<file path="src/rtl/ones_count_datapath_pkg.sv">
// ones_count_pkg: shared defaults and the counter-width helper for ones_count_datapath.
package ones_count_pkg;

    localparam int WIDTH_DEF = 8;

    // Counter must hold the value WIDTH itself, hence width+1 codes.
    function automatic int cnt_w(input int width);
        return $clog2(width + 1);
    endfunction

endpackage

</file>
<file path="src/rtl/ones_count_datapath_if.sv">
// Controller <-> datapath bundle: T-state lines, start, operand and the status/result returned.
interface ones_count_datapath_if
    import ones_count_pkg::*;
#(
    parameter int WIDTH = WIDTH_DEF,
    parameter int CNT_W = cnt_w(WIDTH)
);

    logic             S;
    logic             T0;
    logic             T1;
    logic             T2;
    logic [WIDTH-1:0] DIN;
    logic             Z;
    logic             X;
    logic [CNT_W-1:0] COUNT;
    logic             DONE;
    logic             ERR;

    modport master (
        output S, T0, T1, T2, DIN,
        input  Z, X, COUNT, DONE, ERR
    );

    modport slave (
        input  S, T0, T1, T2, DIN,
        output Z, X, COUNT, DONE, ERR
    );

endinterface

</file>
<file path="src/rtl/ones_count_datapath_bit_scan_reg.sv">
// bit_scan_reg: scan shift register A plus remaining-bit counter CNT; exports Z, lsb and X = lsb | Z.
module bit_scan_reg
    import ones_count_pkg::*;
#(
    parameter int WIDTH = WIDTH_DEF,
    parameter int CNT_W = cnt_w(WIDTH)
) (
    input  logic             clk,
    input  logic             rst_n,
    input  logic             load,
    input  logic             shift,
    input  logic             hold,
    input  logic [WIDTH-1:0] din,
    output logic             z,
    output logic             lsb,
    output logic             x
);

    logic [WIDTH-1:0] a_q;
    logic [WIDTH-1:0] a_d;
    logic [CNT_W-1:0] cnt_q;
    logic [CNT_W-1:0] cnt_d;

    assign z   = (cnt_q == '0);
    assign lsb = a_q[0];
    assign x   = lsb | z;

    // Shifting is also gated by !z here so CNT can never wrap below zero.
    always_comb begin
        a_d   = a_q;
        cnt_d = cnt_q;
        if (!hold) begin
            if (load) begin
                a_d   = din;
                cnt_d = CNT_W'(WIDTH);
            end else if (shift && !z) begin
                a_d   = a_q >> 1;
                cnt_d = cnt_q - CNT_W'(1);
            end
        end
    end

    always_ff @(posedge clk or negedge rst_n) begin
        if (!rst_n) begin
            a_q   <= '0;
            cnt_q <= '0;
        end else begin
            a_q   <= a_d;
            cnt_q <= cnt_d;
        end
    end

endmodule

</file>
<file path="src/rtl/ones_count_datapath.sv">
// ones_count_datapath: ASM datapath counting 1 bits of DIN under T0/T1/T2 control.
// Optional macro ONES_COUNT_DATAPATH_ONEHOT_CHECK_EN adds a sticky one-hot check on ERR.
module ones_count_datapath
    import ones_count_pkg::*;
#(
    parameter int WIDTH = WIDTH_DEF,
    parameter int CNT_W = cnt_w(WIDTH)
) (
    input logic                  CLK,
    input logic                  RST_N,
    ones_count_datapath_if.slave bus
);

    logic             sel_t0;
    logic             sel_t1;
    logic             sel_t2;
    logic             load;
    logic             shift;
    logic             hold;
    logic             tally;
    logic             finish;
    logic             z;
    logic             lsb;
    logic             x;
    logic             done_block;
    logic [CNT_W-1:0] ones_q;
    logic [CNT_W-1:0] ones_d;
    logic [CNT_W-1:0] count_q;
    logic [CNT_W-1:0] count_d;
    logic             done_q;
    logic             done_d;

    // Priority decode keeps actions well defined even if the T lines are not one-hot.
    assign sel_t0 = bus.T0;
    assign sel_t1 = !bus.T0 && bus.T1;
    assign sel_t2 = !bus.T0 && !bus.T1 && bus.T2;

    assign load   = sel_t0 && bus.S;
    assign tally  = sel_t2 && !z;
    assign finish = sel_t2 && z;
    assign shift  = (sel_t1 && !x) || tally;
    assign hold   = !(bus.T0 || bus.T1 || bus.T2);

`ifdef ONES_COUNT_DATAPATH_ONEHOT_CHECK_EN
    logic err_q;
    logic err_d;
    logic one_hot;

    always_comb begin
        one_hot = 1'b0;
        case ({bus.T0, bus.T1, bus.T2})
            3'b100, 3'b010, 3'b001: one_hot = 1'b1;
            default:                one_hot = 1'b0;
        endcase
    end

    assign err_d      = err_q || !one_hot;
    assign done_block = err_q || !one_hot;

    always_ff @(posedge CLK or negedge RST_N) begin
        if (!RST_N) begin
            err_q <= 1'b0;
        end else begin
            err_q <= err_d;
        end
    end

    assign bus.ERR = err_q;
`else
    assign done_block = 1'b0;
    assign bus.ERR    = 1'b0;
`endif

    always_comb begin
        ones_d  = ones_q;
        count_d = count_q;
        done_d  = 1'b0;
        if (load) begin
            ones_d = '0;
        end else if (tally) begin
            ones_d = ones_q + CNT_W'(lsb);
        end
        if (finish) begin
            count_d = ones_q;
            done_d  = !done_block;
        end
    end

    always_ff @(posedge CLK or negedge RST_N) begin
        if (!RST_N) begin
            ones_q  <= '0;
            count_q <= '0;
            done_q  <= 1'b0;
        end else begin
            ones_q  <= ones_d;
            count_q <= count_d;
            done_q  <= done_d;
        end
    end

    bit_scan_reg #(
        .WIDTH (WIDTH),
        .CNT_W (CNT_W)
    ) u_scan (
        .clk   (CLK),
        .rst_n (RST_N),
        .load  (load),
        .shift (shift),
        .hold  (hold),
        .din   (bus.DIN),
        .z     (z),
        .lsb   (lsb),
        .x     (x)
    );

    assign bus.Z     = z;
    assign bus.X     = x;
    assign bus.COUNT = count_q;
    assign bus.DONE  = done_q;

endmodule

</file>
<file path="src/flat_wrapper.sv">
// flat-port wrapper written by rule: the top's interface ports become plain ports
module ones_count_datapath_flat import ones_count_pkg::*;
#(
    parameter int WIDTH = WIDTH_DEF,
    parameter int CNT_W = cnt_w(WIDTH)
)
  (CLK, RST_N, bus_S, bus_T0, bus_T1, bus_T2, bus_DIN, bus_Z, bus_X, bus_COUNT, bus_DONE, bus_ERR);
  ones_count_datapath_if #(.WIDTH(WIDTH), .CNT_W(CNT_W)) bus_i ();
  input logic CLK;
  input logic RST_N;
  input wire logic [$bits(bus_i.S)-1:0] bus_S;
  input wire logic [$bits(bus_i.T0)-1:0] bus_T0;
  input wire logic [$bits(bus_i.T1)-1:0] bus_T1;
  input wire logic [$bits(bus_i.T2)-1:0] bus_T2;
  input wire logic [$bits(bus_i.DIN)-1:0] bus_DIN;
  output wire logic [$bits(bus_i.Z)-1:0] bus_Z;
  output wire logic [$bits(bus_i.X)-1:0] bus_X;
  output wire logic [$bits(bus_i.COUNT)-1:0] bus_COUNT;
  output wire logic [$bits(bus_i.DONE)-1:0] bus_DONE;
  output wire logic [$bits(bus_i.ERR)-1:0] bus_ERR;
  assign bus_i.S = bus_S;
  assign bus_i.T0 = bus_T0;
  assign bus_i.T1 = bus_T1;
  assign bus_i.T2 = bus_T2;
  assign bus_i.DIN = bus_DIN;
  assign bus_Z = bus_i.Z;
  assign bus_X = bus_i.X;
  assign bus_COUNT = bus_i.COUNT;
  assign bus_DONE = bus_i.DONE;
  assign bus_ERR = bus_i.ERR;
  ones_count_datapath #(.WIDTH(WIDTH), .CNT_W(CNT_W)) u_core (.CLK(CLK), .RST_N(RST_N), .bus(bus_i));
endmodule
</file>
<file path="config.mk">
export PLATFORM = sky130hd
export DESIGN_NAME = ones_count_datapath_flat
export DESIGN_NICKNAME = d
export VERILOG_FILES = /design/src/rtl/ones_count_datapath_pkg.sv /design/src/rtl/ones_count_datapath_if.sv /design/src/rtl/ones_count_datapath_bit_scan_reg.sv /design/src/rtl/ones_count_datapath.sv /design/src/flat_wrapper.sv
export SDC_FILE = /design/constraint.sdc
export NUM_CORES = 1
export LEC_CHECK = 0
export ABC_AREA = 1
export BUFFER_PORTS_ARGS = -buffer_cell sky130_fd_sc_hd__buf_2
export CAP_MARGIN = 20
export CORE_MARGIN = 2
export CORE_UTILIZATION = 50
export DETAILED_ROUTE_END_ITERATION = 16
export PLACE_DENSITY = 0.73
export SYNTH_ARGS = -nofsm -noshare
export SYNTH_HDL_FRONTEND = slang
export SYNTH_SLANG_ARGS = --single-unit
</file>
<file path="constraint.sdc">
create_clock -name CLK -period 2.2 [get_ports CLK]
set_clock_uncertainty 0.2 [all_clocks]
set_input_delay 0.22 -clock CLK [delete_from_list [all_inputs] [get_ports CLK]]
set_output_delay 0.22 -clock CLK [all_outputs]
set_load 0.01 [all_outputs]
</file>
==> results.txt <==
Post-synthesis async set-or-reset flop share -> 1.00
Kind of critical path -> flip-flop to primary output
Fin area -> 0.00138 mm²
Met2 WL -> 1130 µm
Worst Reg2Reg Path Length in Cells -> 8
CP arrival -> 1.41 ns
Leak -> 0.793 nW
Final Hold Viols -> 0
Pwr Density -> 932 mW/mm²
# diodes -> 0
Register area -> 526 µm²
Area leader, netlist -> dfrtp_1
Met3 wire length -> 46 µm
Clk pin slew, worst setup/hold paths -> 0.12 ns
Mean Syn Cell Area -> 8.08 µm²
Min-Delay Startpoint -> bus_DIN[0]
Req. time, crit path -> 1.78 ns
DR iter-0 viols -> 15
Sequential area share after synthesis -> 0.443
First-pass GRT wire length -> 3920 µm
Post-DP Area -> 0.00128 mm²
Fmax -> 546 MHz
# DRC -> 0
Cell Area, Synth -> 0.00119 mm²
Area occupied by multi-input gates -> 556 µm²
P_sw -> 513 µW
CP Cell Sequence -> inv_1, ha_1, nand3_4, inv_2, buf_2
Cells after Synth -> 147
Sw Ratio -> 0.398
Min Tclk post-route -> 1.83 ns
Cts bufs inserted -> 3
DP HPWL -> 1610 µm
Initial antenna violation count -> 0
WHS Endpoint -> u_core.u_scan.a_q[0]$_DFFE_PN0P_
CP peak stage delay -> 0.39 ns
Top Layer Used -> met4
Starting Density -> 0.532
Clock Power Share -> 0.146
List of most frequent post-synthesis cells -> 62 x nand2_1, 21 x dfrtp_1, 15 x nand4_1
Core box area -> 0.00223 mm²
Antenna Nets Post-Route -> 0
I/O Buffers -> 20
Flop pwr share -> 0.442
Final Cycle Share -> 0.833
Layout cells sized above 1 -> 0.213
R2r endpoint -> u_core.ones_q[3]$_DFFE_PN0P_
Status -> completed
Placer Congestion -> 0.788
WL final -> 2300 µm
Remaining Overflow, GRT -> 0
Post-Syn Nets -> 165
Reg2Reg Setup Slack -> 0.52 ns
Main synth FF type -> dfrtp_1
Comb pwr share -> 0.412
Slew Viols, Final -> 0
Most frequent cell after synthesis -> nand2_1
Worst vdd ir -> 0.617 mV
Nets -> 193
Clk_lat worst skew -> 0.31 ns
Die W -> 52.7 µm
Hold depth -> 5
Vias -> 1,009
CP Capture Type -> primary output
Rows -> 17
#FFs+latches synth -> 21
Initial DRT Pass Iterations -> 4
Internal power -> 776 µW
Crit-path slowest cell -> dfrtp_1
Fillers -> 200
Reg2Reg Launch Point -> u_core.u_scan.cnt_q[0]$_DFFE_PN0P_
Yosys Warn Count -> 0
Crit path launch type -> flip-flop
Io pins -> 22
Top cells by area, synth -> dfrtp_1 44%, nand2_1 20%, nand4_1 7.9%, nand3_4 4.4%, ha_1 4.2%
H-tree Lvls -> 1
Pin count of the biggest net entering global routing -> 26
WL per Instance -> 11.4 µm
Vias/cell -> 5.00
RSZ-0062 raised after global routing -> no
HP Class -> input pin to flip-flop
Vias in the first global route -> 909
Netlist cell types -> 21
GRT Util Overall -> 0.192
Final setup vio count -> 0
Total clock sinks -> 21
Max-Cap Viols -> 0
Layout Area Growth over Synthesis -> 16.4%
Clk buf depth -> 2
Die H -> 52.7 µm
Root Buffer -> clkbuf_4
TritonCTS clock tree -> done
Number of synthesized flops with an enable pin -> 0
Die Area -> 0.00278 mm²
Area share of the largest cell type after synthesis -> 0.443
Setup tns final -> 0 ns
Max FO, Critical Path -> 5
Met1 Wirelength -> 1080 µm
[worst max-delay path, delay by kind of cell, from the launching register on]
kind,cells,cell delay [ns]
DFF,1,0.39
and+or+nand+nor,1,0.12
adders and majority gates,1,0.22
buffers and inverters,3,0.36
[kinds of logic (layout without fill, tap and decap cells)]
logic type,count (synthesis),in the layout,share of synthesized area
AND/OR/NAND/NOR,93,93,0.387
flip-flops,21,21,0.443
buffers and inverters,21,48,0.0896
AO/OA/AOI/OAI,5,5,0.0211
adder cells (fa/ha/maj),4,4,0.0422
XOR/XNOR,2,2,0.0148
other,1,1,0.00316
[power groups by stage]
stage               Sequential (mW)  Clock [mW]  Combinational [mW]
floorplan                     0.563           0               0.416
global placement              0.573           0               0.507
detailed placement            0.576           0               0.522
CTS                           0.568       0.196               0.534
global route                  0.588       0.208               0.609
finish                        0.570       0.188               0.530
[state kept, by name, indices dropped and copies added, names as in the netlist]
signal               cells
u_core.u_scan.a_q        8
u_core.bus.COUNT         4
u_core.ones_q            4
u_core.u_scan.cnt_q      4
u_core.bus.DONE          1
[final cells by class]
type                            instances  area share
Clock buffer                            4      0.0190
Tap cell                               28      0.0253
Multi-Input combinational cell        105       0.402
Inverter                               16      0.0434
Sequential cell                        21       0.380
Timing Repair Buffer                   28       0.130
[cells in the final DEF (no fill, tap or decap)]
master	count
clkbuf_1	1
nand2_2	3
o21ai_0	5
ha_1	4
inv_2	5
nor2_4	1
buf_2	20
nand3_4	3
xor2_1	1
nand2_1	62
inv_1	11
dfrtp_1	21
xnor2_1	1
conb_1	1
nor2_2	1
nand3_1	5
clkbuf_4	3
nand2_4	1
nor2_1	2
nand4_1	15
dlygate4sd3_1	8
[worst max path at each step]
stage	from	endpoint	slack [ns]	depth (start not counted)
floorplan	u_core.u_scan.cnt_q[0]$_DFFE_PN0P_	u_core.u_scan.cnt_q[2]$_DFFE_PN0P_	0.76	7
global placement	u_core.u_scan.cnt_q[0]$_DFFE_PN0P_	u_core.u_scan.a_q[2]$_DFFE_PN0P_	0.60	7
detailed placement	u_core.u_scan.cnt_q[0]$_DFFE_PN0P_	u_core.ones_q[3]$_DFFE_PN0P_	0.55	8
CTS	u_core.u_scan.cnt_q[0]$_DFFE_PN0P_	bus_Z	0.35	5
global route	u_core.u_scan.cnt_q[0]$_DFFE_PN0P_	bus_Z	0.26	5
finish	u_core.u_scan.cnt_q[0]$_DFFE_PN0P_	bus_Z	0.37	5
[per-layer routing]
| metal | up-vias | GRT usage |
|---|---|---|
| li1 | 522 | - |
| met1 | 473 | 0.245 |
| met2 | 10 | 0.325 |
| met3 | 4 | 0.0257 |
| met4 | 0 | 0.0812 |
| met5 | - | 0 |
[repair_timing]
item | 4_1_cts | 5_1_grt
hold endpoints to repair | 28 | 0
hold buffers | 8 | 0
resized for setup | 0 | 0
buffers inserted | 0 | 0
[stage by stage]
| stage | utilization | instances | setup WS [ns] | power [mW] | hold WS [ns] |
|---|---|---|---|---|---|
| 2_1_floorplan | - | 147 | 0.759 | 0.980 | -0.276 |
| 3_3_place_gp | 0.571 | 190 | 0.600 | 1.08 | -0.00716 |
| 3_5_place_dp | 0.571 | 190 | 0.545 | 1.10 | -0.000713 |
| 4_1_cts | 0.619 | 202 | 0.350 | 1.30 | 0.00422 |
| 5_1_grt | 0.619 | 202 | 0.257 | 1.41 | 0.00154 |
| 6_report | 0.619 | 202 | 0.368 | 1.29 | 0.00686 |
(Power assumes the default switching activity.)
